[config.mk]
export PLATFORM = sky130hd
export DESIGN_NAME = div_sequencer
export DESIGN_NICKNAME = d
export VERILOG_FILES = /design/src/rtl/rv32im_pkg.sv /design/src/rtl/div_datapath.sv /design/src/rtl/div_sequencer.sv
export SDC_FILE = /design/constraint.sdc
export NUM_CORES = 1
export LEC_CHECK = 0
export ABC_AREA = 1
export ABC_CLOCK_PERIOD_IN_PS = 5470
export BUFFER_PORTS_ARGS = -buffer_cell sky130_fd_sc_hd__buf_2
export CORE_ASPECT_RATIO = 1.75
export CORE_MARGIN = 2
export CORE_UTILIZATION = 63
export DETAILED_ROUTE_END_ITERATION = 8
export GPL_TIMING_DRIVEN = 0
export PLACE_DENSITY = 0.93
export SYNTH_ARGS = -nofsm -noshare
export SYNTH_HDL_FRONTEND = slang
export SYNTH_SLANG_ARGS = --single-unit
[constraint.sdc]
create_clock -name CLK -period 5.47 [get_ports CLK]
set_clock_uncertainty 0.05 [all_clocks]
set_input_delay 0.547 -clock CLK [delete_from_list [all_inputs] [get_ports CLK]]
set_output_delay 0.547 -clock CLK [all_outputs]
set_load 0.005 [all_outputs]
[src/rtl/rv32im_pkg.sv]
// Shared RV32IM divide definitions: funct3 encodings, divider FSM states and XLEN.
package rv32im_pkg;

  localparam int XLEN = 32;

  localparam logic [2:0] FN_DIV  = 3'b100;
  localparam logic [2:0] FN_DIVU = 3'b101;
  localparam logic [2:0] FN_REM  = 3'b110;
  localparam logic [2:0] FN_REMU = 3'b111;

  typedef enum logic [2:0] {
    ST_IDLE   = 3'd0,
    ST_INIT   = 3'd1,
    ST_CALC   = 3'd2,
    ST_FIX    = 3'd3,
    ST_FINISH = 3'd4
  } div_state_e;

  // Only funct3[1:0] distinguish the four divide ops.
  function automatic logic op_is_signed(logic [1:0] fn);
    return ~fn[0];
  endfunction

  function automatic logic op_is_rem(logic [1:0] fn);
    return fn[1];
  endfunction

endpackage

[src/rtl/div_datapath.sv]
// Restoring shift-subtract divider core on unsigned magnitudes; one quotient bit per step.
module div_datapath #(
  parameter int XLEN = rv32im_pkg::XLEN
) (
  input  logic            clk,
  input  logic            rst,
  input  logic            load,
  input  logic            step,
  input  logic [XLEN-1:0] dividend,
  input  logic [XLEN-1:0] divisor,
  output logic [XLEN-1:0] quotient,
  output logic [XLEN-1:0] remainder
);

  logic [XLEN-1:0] quo_q, quo_d;
  logic [XLEN-1:0] rem_q, rem_d;
  logic [XLEN-1:0] dvs_q, dvs_d;
  logic [XLEN:0]   part;
  logic [XLEN:0]   diff;

  // The dividend shifts out of quo_q from the top while quotient bits enter at the bottom.
  always_comb begin
    quo_d = quo_q;
    rem_d = rem_q;
    dvs_d = dvs_q;
    part  = {rem_q, quo_q[XLEN-1]};
    diff  = part - {1'b0, dvs_q};
    if (load) begin
      quo_d = dividend;
      rem_d = '0;
      dvs_d = divisor;
    end else if (step) begin
      if (!diff[XLEN]) begin
        rem_d = diff[XLEN-1:0];
        quo_d = {quo_q[XLEN-2:0], 1'b1};
      end else begin
        rem_d = part[XLEN-1:0];
        quo_d = {quo_q[XLEN-2:0], 1'b0};
      end
    end
  end

  always_ff @(posedge clk) begin
    if (rst) begin
      quo_q <= '0;
      rem_q <= '0;
      dvs_q <= '0;
    end else begin
      quo_q <= quo_d;
      rem_q <= rem_d;
      dvs_q <= dvs_d;
    end
  end

  assign quotient  = quo_q;
  assign remainder = rem_q;

endmodule

[src/rtl/div_sequencer.sv]
// Iterative RV32M DIV/DIVU/REM/REMU sequencer with flush and special-case fast paths.
// Optional one-entry result cache enabled by defining DIV_RESULT_CACHE_EN.
module div_sequencer
  import rv32im_pkg::*;
#(
  parameter int XLEN = rv32im_pkg::XLEN
) (
  input  logic            CLK,
  input  logic            RESET,
  input  logic            START,
  input  logic [2:0]      DIV_OP,
  input  logic [XLEN-1:0] OPERAND_A,
  input  logic [XLEN-1:0] OPERAND_B,
  input  logic            FLUSH,
  output logic [XLEN-1:0] RESULT,
  output logic            BUSY,
  output logic            DONE,
  output logic            STALL
);

  localparam int CNT_W = $clog2(XLEN);

  div_state_e      state_q, state_d;
  logic [1:0]      op_q, op_d;
  logic [XLEN-1:0] a_q, a_d, b_q, b_d;
  logic            qneg_q, qneg_d, rneg_q, rneg_d;
  logic [CNT_W-1:0] cnt_q, cnt_d;
  logic [XLEN-1:0] quo_q, quo_d, rem_q, rem_d;

  logic            dp_load, dp_step;
  logic [XLEN-1:0] dp_quo, dp_rem;
  logic            sgn, a_neg, b_neg, div_zero, ovf;
  logic [XLEN-1:0] abs_a, abs_b;
  logic            hit;
  logic [XLEN-1:0] hit_quo, hit_rem;
  logic            op_unused;

  assign op_unused = DIV_OP[2];

  assign sgn      = op_is_signed(op_q);
  assign a_neg    = sgn & a_q[XLEN-1];
  assign b_neg    = sgn & b_q[XLEN-1];
  assign abs_a    = a_neg ? -a_q : a_q;
  assign abs_b    = b_neg ? -b_q : b_q;
  assign div_zero = (b_q == '0);
  assign ovf      = sgn & (a_q == {1'b1, {(XLEN-1){1'b0}}}) & (b_q == '1);

`ifdef DIV_RESULT_CACHE_EN
  logic            cv_q, cv_d, cs_q, cs_d;
  logic [XLEN-1:0] ca_q, ca_d, cb_q, cb_d, cq_q, cq_d, cr_q, cr_d;

  assign hit     = cv_q & (ca_q == OPERAND_A) & (cb_q == OPERAND_B)
                 & (cs_q == op_is_signed(DIV_OP[1:0]));
  assign hit_quo = cq_q;
  assign hit_rem = cr_q;

  // Both quotient and remainder are final in FINISH, so one entry serves DIV and REM alike.
  always_comb begin
    cv_d = cv_q; cs_d = cs_q; ca_d = ca_q; cb_d = cb_q; cq_d = cq_q; cr_d = cr_q;
    if (FLUSH) begin
      cv_d = 1'b0;
    end else if (state_q == ST_FINISH) begin
      cv_d = 1'b1; cs_d = sgn; ca_d = a_q; cb_d = b_q; cq_d = quo_q; cr_d = rem_q;
    end
  end

  always_ff @(posedge CLK) begin
    if (RESET) begin
      cv_q <= 1'b0; cs_q <= 1'b0; ca_q <= '0; cb_q <= '0; cq_q <= '0; cr_q <= '0;
    end else begin
      cv_q <= cv_d; cs_q <= cs_d; ca_q <= ca_d; cb_q <= cb_d; cq_q <= cq_d; cr_q <= cr_d;
    end
  end
`else
  assign hit     = 1'b0;
  assign hit_quo = '0;
  assign hit_rem = '0;
`endif

  always_comb begin
    state_d = state_q;
    op_d    = op_q;
    a_d     = a_q;
    b_d     = b_q;
    qneg_d  = qneg_q;
    rneg_d  = rneg_q;
    cnt_d   = cnt_q;
    quo_d   = quo_q;
    rem_d   = rem_q;
    dp_load = 1'b0;
    dp_step = 1'b0;
    case (state_q)
      ST_IDLE: begin
        if (START) begin
          op_d = DIV_OP[1:0];
          a_d  = OPERAND_A;
          b_d  = OPERAND_B;
          if (hit) begin
            quo_d   = hit_quo;
            rem_d   = hit_rem;
            state_d = ST_FINISH;
          end else begin
            state_d = ST_INIT;
          end
        end
      end
      ST_INIT: begin
        qneg_d = a_neg ^ b_neg;
        rneg_d = a_neg;
        cnt_d  = CNT_W'(XLEN - 1);
        if (div_zero) begin
          quo_d   = '1;
          rem_d   = a_q;
          state_d = ST_FINISH;
        end else if (ovf) begin
          quo_d   = a_q;
          rem_d   = '0;
          state_d = ST_FINISH;
        end else begin
          dp_load = 1'b1;
          state_d = ST_CALC;
        end
      end
      ST_CALC: begin
        dp_step = 1'b1;
        cnt_d   = cnt_q - CNT_W'(1);
        if (cnt_q == '0) state_d = ST_FIX;
      end
      ST_FIX: begin
        quo_d   = qneg_q ? -dp_quo : dp_quo;
        rem_d   = rneg_q ? -dp_rem : dp_rem;
        state_d = ST_FINISH;
      end
      ST_FINISH: state_d = ST_IDLE;
      default:   state_d = ST_IDLE;
    endcase
    if (FLUSH) state_d = ST_IDLE;
  end

  always_ff @(posedge CLK) begin
    if (RESET) begin
      state_q <= ST_IDLE;
      op_q    <= '0;
      a_q     <= '0;
      b_q     <= '0;
      qneg_q  <= 1'b0;
      rneg_q  <= 1'b0;
      cnt_q   <= '0;
      quo_q   <= '0;
      rem_q   <= '0;
    end else begin
      state_q <= state_d;
      op_q    <= op_d;
      a_q     <= a_d;
      b_q     <= b_d;
      qneg_q  <= qneg_d;
      rneg_q  <= rneg_d;
      cnt_q   <= cnt_d;
      quo_q   <= quo_d;
      rem_q   <= rem_d;
    end
  end

  div_datapath #(.XLEN(XLEN)) u_dp (
    .clk       (CLK),
    .rst       (RESET),
    .load      (dp_load),
    .step      (dp_step),
    .dividend  (abs_a),
    .divisor   (abs_b),
    .quotient  (dp_quo),
    .remainder (dp_rem)
  );

  // A flush or reset arriving in FINISH suppresses the pulse along with the result.
  assign DONE   = (state_q == ST_FINISH) & ~FLUSH & ~RESET;
  assign BUSY   = (state_q != ST_IDLE);
  assign RESULT = DONE ? (op_is_rem(op_q) ? rem_q : quo_q) : '0;
  assign STALL  = (START & (state_q == ST_IDLE))
                | (state_q == ST_INIT) | (state_q == ST_CALC) | (state_q == ST_FIX);

endmodule

== After elaboration in Yosys (flattened, before gate mapping) ==
Cells that the tools add are included.
Widths: inputs -> output; s select.

* Add/sub/neg operators: 6
* Equal/unequal tests: 9
* Multiplexer cells: 26
* Bitwise gates (word level): 14
* Reduce and logical (&&, ||, !) cells: 12

{| class="wikitable"
|+ Operators with widths
! cell !! number
|-
| $mux 32 || 13
|-
| $neg 32->32 || 4
|-
| $pmux 32 s2 || 2
|-
| $eq 32x32->1 const B || 2
|-
| $sub 33x32->33 || 1
|-
| $logic_not 32->1 || 1
|-
| $mux 3 || 4
|-
| $pmux 3 s4 || 1
|-
| $pmux 5 s2 || 1
|-
| $and 1x1->1 || 7
|-
| $eq 3x2->1 const B || 2
|-
| $reduce_and 2->1 || 3
|-
| $reduce_bool 2->1 || 3
|-
| $logic_not 5->1 || 1
|-
| $mux 1 || 5
|-
| $sub 5x1->5 const B || 1
|-
| $ne 2x2->1 const B || 2
|-
| $reduce_or 2->1 || 2
|-
| $eq 3x1->1 const B || 1
|-
| $eq 3x3->1 const B || 1
|-
| $logic_not 3->1 || 1
|-
| $ne 3x3->1 const B || 1
|-
| $not 1->1 || 3
|-
| $or 1x1->1 || 3
|-
| other kinds (2) || 2
|}

* Register bits after elaboration: 236
* Bits of input ports: 71
* Output and inout port bits: 35
* Word-level logic and storage cells: 79

== Logic depth before layout (Yosys ltp) ==
Gate-level depths: netlist of the first run.

* Depth after elaboration: 7
* Gate-level depth with buffers: 19
* Depth with buffers taken out: 18

== Cells and area by module ==
Synthesis of the first run repeated with hierarchy kept, for this count alone.

* Cell total of the unflattened synthesis: 2950
* Area total of the unflattened synthesis: 17717.0 um^2

{| class="wikitable"
|+ Modules (own cells, without submodules)
! module !! instances !! cells each !! area each (um^2) !! sequential area each (um^2)
|-
| div_sequencer || 1 || 1798 || 10892.9 || 2802.7
|-
| div_datapath || 1 || 1152 || 6824.0 || 1921.8
|}

== Worst setup path after synthesis of the first run ==
Ideal clock, no wire load.

* Path kind: register to register
* Start: reg u_dp.quo_q[31], in the netlist u_dp.quotient[31]
* End: reg u_dp.rem_q[1], in the netlist u_dp.remainder[1]
* Setup time: 0.115 ns
* Data arrival time: 2.241 ns
* Data required time: 5.305 ns
* Setup slack: 3.063 ns
* Stages on the path, launching flop included: 19
* Buffers on the path: 1
* Period minus slack after synthesis: 2.407 ns
* Cell sequence: dfxtp_1 -> inv_1 -> ha_1 -> fa_1 -> inv_1 -> nand2_1 -> nand2_1 -> nand3_1 -> nand2_1 -> nand2_1 -> nand2_1 -> nand2_1 -> nand2_1 -> nand2_1 -> nand2_1 -> buf_2 -> nor2_1 -> o21ai_0 -> inv_1

* Cells in the longest elaborated chain, start to end: 2

{| class="wikitable"
|+ Ends and longest elaborated chain
! element !! line !! text
|-
| start: declaration || div_datapath.sv:15 || <nowiki>logic [XLEN-1:0] quo_q, quo_d;</nowiki>
|-
| start signal: assignment || div_datapath.sv:49 || <nowiki>quo_q <= quo_d;</nowiki>
|-
| $sub 33x32->33 || div_datapath.sv:27 || <nowiki>diff = part - {1'b0, dvs_q};</nowiki>
|-
| $mux 32 || div_datapath.sv:33 || <nowiki>if (!diff[XLEN]) begin</nowiki>
|-
| end signal: assignment || div_datapath.sv:50 || <nowiki>rem_q <= rem_d;</nowiki>
|-
| end: declaration || div_datapath.sv:16 || <nowiki>logic [XLEN-1:0] rem_q, rem_d;</nowiki>
|}

No other way between the ends.
A chain may end at the register's enable or synchronous reset.

== Final worst setup path of the first run ==
* Start: in RESET
* End: out RESULT[1]

* Cells in the longest elaborated chain, start to end: 3

{| class="wikitable"
|+ Ends and longest elaborated chain
! element !! line !! text
|-
| start: declaration || div_sequencer.sv:9 || <nowiki>input logic RESET,</nowiki>
|-
| $not 1->1 || div_sequencer.sv:176 || <nowiki>assign DONE = (state_q == ST_FINISH) & ~FLUSH & ~RESET;</nowiki>
|-
| $and 1x1->1 || div_sequencer.sv:176 ||
|-
| $mux 32 || div_sequencer.sv:178 || <nowiki>assign RESULT = DONE ? (op_is_rem(op_q) ? rem_q : quo_q) : '0;</nowiki>
|-
| end: declaration || div_sequencer.sv:15 || <nowiki>output logic [XLEN-1:0] RESULT,</nowiki>
|}

No other way between the ends.

==> results of run 1 <==
## placed cells by master (no fill, tap or decap), drive strengths merged, types with 6 or more instances in the layout
| cell type | count |
|---|---|
| ha | 39 |
| nand3 | 174 |
| xor2 | 63 |
| inv | 354 |
| nand4 | 44 |
| o22ai | 6 |
| or2 | 6 |
| nand2 | 672 |
| buf | 139 |
| nor2 | 308 |
| dfxtp | 236 |
| o211ai | 16 |
| o21ai | 254 |
| o31ai | 9 |
| a31oi | 9 |
| nor3 | 33 |
| a21oi | 288 |
| clkbuf | 114 |
## cells in the mapped netlist, types with 3 or more instances
| library cell | instances |
|---|---|
| a22oi_1 | 5 |
| nor2_2 | 16 |
| clkbuf_1 | 82 |
| buf_8 | 4 |
| buf_6 | 3 |
| dfxtp_1 | 236 |
| o211ai_1 | 16 |
| ha_1 | 39 |
| inv_2 | 3 |
| or2_2 | 6 |
| nor2_1 | 291 |
| xor2_1 | 63 |
| buf_2 | 17 |
| nand4_1 | 43 |
| a21oi_2 | 12 |
| a31oi_1 | 9 |
| o21ai_0 | 214 |
| buf_1 | 8 |
| a21oi_1 | 276 |
| nor4_1 | 4 |
| buf_4 | 3 |
| nand2_2 | 4 |
| o22ai_1 | 6 |
| inv_1 | 347 |
| o21ai_1 | 39 |
| nand3b_1 | 3 |
| nor3_1 | 32 |
| nand3_1 | 171 |
| nand2_1 | 665 |
| o31ai_1 | 9 |
## power breakdown
group          switching, W  leakage (nW)  internal [W]  total, W
clock network      0.000734         0.381      0.000938   0.00167
logic              0.000977          5.91      0.000398   0.00137
registers          0.000119          1.92       0.00180   0.00192
## kinds of logic (layout without fill, tap and decap cells)
| kind of cell | Yosys count | after routing | synth area share (%) |
|---|---|---|---|
| adders and majority gates | 40 | 40 | 3.16 |
| xor gates and xnor gates | 65 | 65 | 3.54 |
| DFF | 236 | 236 | 29.4 |
| buffers and inverters | 470 | 614 | 11.7 |
| AOI/OAI and AO/OA | 593 | 593 | 19.5 |
| and+or+nand+nor | 1249 | 1249 | 32.7 |
## worst paths after layout
kind              slack (ns)            endpoint  cells after the start         startpoint
setup / recovery        1.49           RESULT[1]                      8              RESET
hold / removal          0.21             a_q[13]                      3      OPERAND_A[13]
setup reg to reg        2.24  u_dp.remainder[16]                     19  u_dp.quotient[31]
hold reg to reg         0.44           rem_q[26]                      2          rem_q[26]
## stage by stage
stage          total power (W)  instances
6_report               0.00496       3113
5_1_grt                0.00514       3113
4_1_cts                0.00488       3113
3_5_place_dp           0.00325       3072
3_3_place_gp           0.00323       3072
2_1_floorplan          0.00282       2653
## flip-flops by register name, summed over array words and instances (netlist names)
| register | flops |
|---|---|
| u_dp.dvs_q | 32 |
| b_q | 32 |
| cnt_q | 5 |
| u_dp.remainder | 32 |
| op_q | 2 |
| rneg_q | 1 |
| a_q | 32 |
| state_q | 3 |
| qneg_q | 1 |
| u_dp.quotient | 32 |
| rem_q | 32 |
| quo_q | 32 |
## layout make-up
type / instances / area, um^2 / share of cell area, %
Buffer: 118 / 559 / 3.15
Clock buffer: 32 / 659 / 3.72
Clock inverter: 9 / 103 / 0.578
Inverter: 352 / 1330 / 7.47
Multi-Input combinational cell: 1947 / 9460 / 53.3
Sequential cell: 236 / 4720 / 26.6
Tap cell: 316 / 395 / 2.23
Timing Repair Buffer: 103 / 515 / 2.90
## worst min-delay path, stage by stage
cell	delay, ns
buf_2	0.07
o21ai_0	0.07
a21oi_1	0.10
## per-layer routing
metal  part of all wire [%]  global-route usage, %
met5                  0.020                      0
met4                     14                   54.0
met3                    8.3                   9.39
met2                     46                   78.1
met1                     31                   45.9
==> summary.txt, run 1 <==
Status
  • Status: complete, no violations

Yosys
  • Seq/Total Area, Yosys: 29.4%
  • Yosys cell types: 50
  • EDFF count, synth: 0
  • Avg Cell Area, Syn: 6.06 um^2
  • Post-synth top area share: 29.4%
  • Ys async rst share: 0%
  • Ys Warns: 0
  • Mapped cell area: ~16,000 um^2
  • Post-Syn Instances: 2,653
  • Synth Register Bits: 236
  • Ys flop type: dfxtp_1
  • Synthesized Nets: 2,764
  • Area leader, netlist: dfxtp_1
  • Top post-synthesis cells by area: dfxtp_1 (29%), nand2_1 (16%), a21oi_1 (8.6%), inv_1 (8.1%), nor2_1 (6.8%)

Timing
  • Fmax: 251 MHz
  • Worst hold margin: approximately 0.21 ns
  • RSZ-0062 raised after global routing: false
  • Slew Limit Fails: 0
  • Final min period: 3.98 ns
  • Final hold vios: 0
  • Fin Setup TNS: 0 ns
  • # setup viols final: 0
  • Period utilisation layout: 72.8%
  • Worst slew pin tran: 1.32 ns
  • Rel. slew slack: a little under an eighth
  • Worst Setup Slack, final: 1.49 ns

Routing
  • Drt drc: 0
  • Via total after detailed routing: 19.0k
  • Vias/cell: 6.09
  • Pre-Repair DR Iteration Count: 7
  • Detailed router's first-iteration violation count: between 2k and 2.5k
  • Wire length per cell: 21.1 um
  • WL final: 65,600 um
  • Routed Antenna Nets: 0

GRT
  • First-pass GRT wire length: around 100,000 um
  • GRT Overall Usage: 47.3%
  • Total grt overflow: 0
  • Initial antenna violation count: 1
  • Number of global-route vias before repair: approximately 18k
  • Largest net degree at the start of global routing: 15

Worst setup path
  • Slowest cell on the critical path: nor4_1
  • Max FO, Critical Path: 10
  • Critical Path End Type: primary output
  • CP Buf/Inv Count: 5
  • CP delay by family, top: simple AND/OR/NAND/NOR gates
  • Worst path max stage delay: 1.00 ns
  • CP Data Required Time: just under 5 ns
  • Cell Chain, Critical Path: clkbuf_1 > nor2_1 > inv_1 > nor4_1 > inv_1 > clkbuf_1 > a21oi_1 > buf_2
  • Worst setup SP type: input port
  • Data arrival, critical path: 3.38 ns
  • Critical path class: in2out

Die
  • Site Rows: 77
  • Die width: 125 um
  • Top Ports: 106
  • Starting density of the core: 63.9%
  • DIE HEIGHT: 215 um
  • Die area: around 27,000 um^2
  • Core Box Area: about 25,000 um^2

Job
  • Max-Cap Viols: 0

Clock tree
  • Root buf cell: clkbuf_16
  • Post-CTS resize count: 0
  • Clock latency on the worst-skew pair: 0.56 ns
  • Htree depth: 1
  • Total setup buffers inserted after CTS: 0
  • Maximum buffer depth of the clock tree: 3
  • Hold buffers post-CTS: 0
  • Reg clk slew, reported paths: 0.07 ns
  • CTS Sinks: 236
  • CTS tree: done
  • Num CTS Buffers: 23

Cells and area
  • Final Cell Area: 17,700 um^2
  • Syn-to-layout area delta: 10.4%
  • Final Util: 70.6%
  • Fraction of layout cells with a size suffix above 1: under 10%
  • Antenna diodes: 0
  • Fillers: 2,290
  • Final #Nets: just under 3k

Placed design
  • Pre-CTS setup slack: between 1.5 and 2 ns
  • Hpwl dp: 51,100 um
  • Port Buffers: 103
  • Gpl congestion: 1.09
  • Post-DP Area: 17,000 um^2

Pwr
  • Worst vdd ir: 292 uV
  • Power per Cell Area: 280 nW/um^2
  • Lkg Pwr: between 8 and 9 nW

Hold path
  • HP Class: in2reg
Note: power is estimated with default switching activity, not from simulation.
==> run 2, diff against run 1 <==
Settings changed: ABC_CLOCK_PERIOD_IN_PS 5470 to 3900, CORE_UTILIZATION 63 to 62, PLACE_DENSITY 0.93 to 0.92.
Clock period 5.47 ns to 3.9 ns, I/O delays scaled along.
==> summary.txt, run 2 (synthesis gave the netlist of run 1 again) <==
Status
  • Status: complete, no violations

Worst setup path
  • Data arrival, critical path: 3.18 ns
  • FF-to-FF path depth: 18
  • Max FO, Critical Path: 10
  • Worst setup SP type: input port
  • Worst reg2reg setup slack: 0.56 ns
  • Critical Path End Type: primary output
  • FF-to-FF End: u_dp.remainder[0]
  • Worst r2r src: u_dp.quotient[31]
  • Worst path max stage delay: 0.94 ns
  • CP Data Required Time: around 3.5 ns
  • CP Capture Point: RESULT[12]
  • Slowest cell on the critical path: nor4_1
  • Critical path class: in2out
  • Cell Chain, Critical Path: clkbuf_1 > nor2_1 > inv_1 > nor4_1 > inv_1 > clkbuf_1 > a21oi_1 > buf_2
  • Critical path startpoint: RESET

Clock tree
  • Root buf cell: clkbuf_16
  • CTS tree: done
  • CTS Sinks: 236
  • Maximum buffer depth of the clock tree: 3
  • Clock latency on the worst-skew pair: approximately 0.56 ns
  • Hold buffers post-CTS: 0
  • Num CTS Buffers: 23
  • Reg clk slew, reported paths: roughly 0.060 ns
  • Htree depth: 1
  • Total setup buffers inserted after CTS: 0
  • Post-CTS resize count: 0

Timing
  • Fmax: 276 MHz
  • Rel. slew slack: between 15 and 20%
  • Final hold vios: 0
  • Final min period: 3.62 ns
  • Worst hold margin: 0.0759 ns
  • # setup viols final: 0
  • Period utilisation layout: 92.8%
  • RSZ-0062 raised after global routing: false
  • Fin Setup TNS: 0 ns
  • Slew Limit Fails: 0
  • Worst slew pin tran: 1.23 ns

Placed design
  • Gpl congestion: 1.10
  • Post-DP Area: 17,000 um^2
  • Port Buffers: 103
  • Dpl cells: 3,076
  • Hpwl dp: around 52,000 um

Die
  • DIE HEIGHT: 217 um
  • Core Box Area: ~26,000 um^2
  • Starting density of the core: 62.6%
  • Die width: 126 um
  • Site Rows: 78
  • Die area: ~27,000 um^2
  • Top Ports: 106

GRT
  • Grt met3 use: 9.41%
  • Initial antenna violation count: 2
  • Busiest grt layer: met2
  • M1 GR Usage: roughly 46%
  • Largest net degree at the start of global routing: 16
  • First-pass GRT wire length: 99,200 um
  • Total grt overflow: 0
  • GRT Overall Usage: a little under half
  • Met2 usage in global routing: 79.1%
  • Number of global-route vias before repair: roughly 18k

Hold path
  • HP Class: in2reg

Cells and area
  • Syn-to-layout area delta: 10.4%
  • Fillers: between 2k and 2.5k
  • Fin cells: 3,118
  • Fraction of layout cells with a size suffix above 1: 8.01%
  • Final Util: 69.1%
  • Most frequent cells in the layout: nand2_1 (665), inv_1 (347), nor2_1 (291), a21oi_1 (276), dfxtp_1 (236)
  • Most common cell after layout, fill and taps aside: nand2_1
  • Final #Nets: 2,892
  • Final Cell Area: 17,700 um^2

Routing
  • Pre-Repair DR Iteration Count: 8
  • Routed Antenna Nets: 0
  • Wire length per cell: 21.2 um
  • Detailed router's first-iteration violation count: around 1.9k
  • Drt drc: 0
  • WL final: between 60,000 and 70,000 um
  • Via total after detailed routing: 18.8k
  • Vias/cell: a little over 6

Pwr
  • Sequential Power Share: 38.7%
  • Lkg Pwr: 8.20 nW
  • Worst vdd ir: 349 uV
  • Psw: between 0.002 and 0.003 W
  • Clk pwr share: 33.5%
  • Cell-internal power: 0.00436 W
  • Power per Cell Area: 392 nW/um^2
  • Logic pwr share: 27.8%
  • Switch share: 37.2%

Job
  • Max-Cap Viols: 0
## run 2: cell count changes in the layout (fill, tap and decap cells not counted), sizes merged
cell      change
clkbuf        -3
clkinv        +1
clkinvlp      +3
diode         +1
inv           -1
## run 2: stage by stage
step,power (W),worst slack (ns)
floorplan,0.00396,1.49
global placement,0.00454,0.650
detailed placement,0.00457,0.628
CTS,0.00683,0.506
global route,0.00719,0.357
finish,0.00695,0.283
## run 2: worst min path at each step
stage / start / end / depth (start not counted)
final: OPERAND_B[12] / b_q[12] / 3
after global routing: OPERAND_B[30] / b_q[30] / 3
after CTS: OPERAND_B[10] / b_q[10] / 3
after detailed placement: cnt_q[0] / cnt_q[0] / 1
after global placement: cnt_q[0] / cnt_q[0] / 1
after floorplan: cnt_q[0] / cnt_q[0] / 1
## run 2: layout make-up
| type | instances | area [um^2] | area share [%] |
|---|---|---|---|
| Timing Repair Buffer | 103 | 515 | 2.90 |
| Clock buffer | 29 | 628 | 3.54 |
| Sequential cell | 236 | 4720 | 26.6 |
| Clock inverter | 12 | 125 | 0.705 |
| Multi-Input combinational cell | 1947 | 9460 | 53.3 |
| Buffer | 118 | 559 | 3.15 |
| Antenna cell | 1 | 2.50 | 0.0141 |
| Inverter | 352 | 1330 | 7.47 |
| Tap cell | 320 | 400 | 2.26 |
## run 2: power by group through the flow
stage | sequential, W | clock (W) | combinational (W)
after floorplan | 0.00266 | 0 | 0.00130
after global placement | 0.00272 | 0 | 0.00182
after detailed placement | 0.00272 | 0 | 0.00185
after CTS | 0.00267 | 0.00229 | 0.00186
after global routing | 0.00269 | 0.00238 | 0.00212
final | 0.00269 | 0.00233 | 0.00193
## run 2: routing by layer
layer  share of wire [%]  vias to the layer above
li1                    -                     8840
met1                  32                     8459
met2                  47                     1074
met3                 7.6                      440
met4                  14                        2
met5               0.020                        -
## run 2: worst max-delay path: cells and delay by family
family	cells	cell delay [ns]
AND/OR/NAND/NOR	2	1.25
buffers and inverters	5	1.25
AO/OA/AOI/OAI	1	0.27
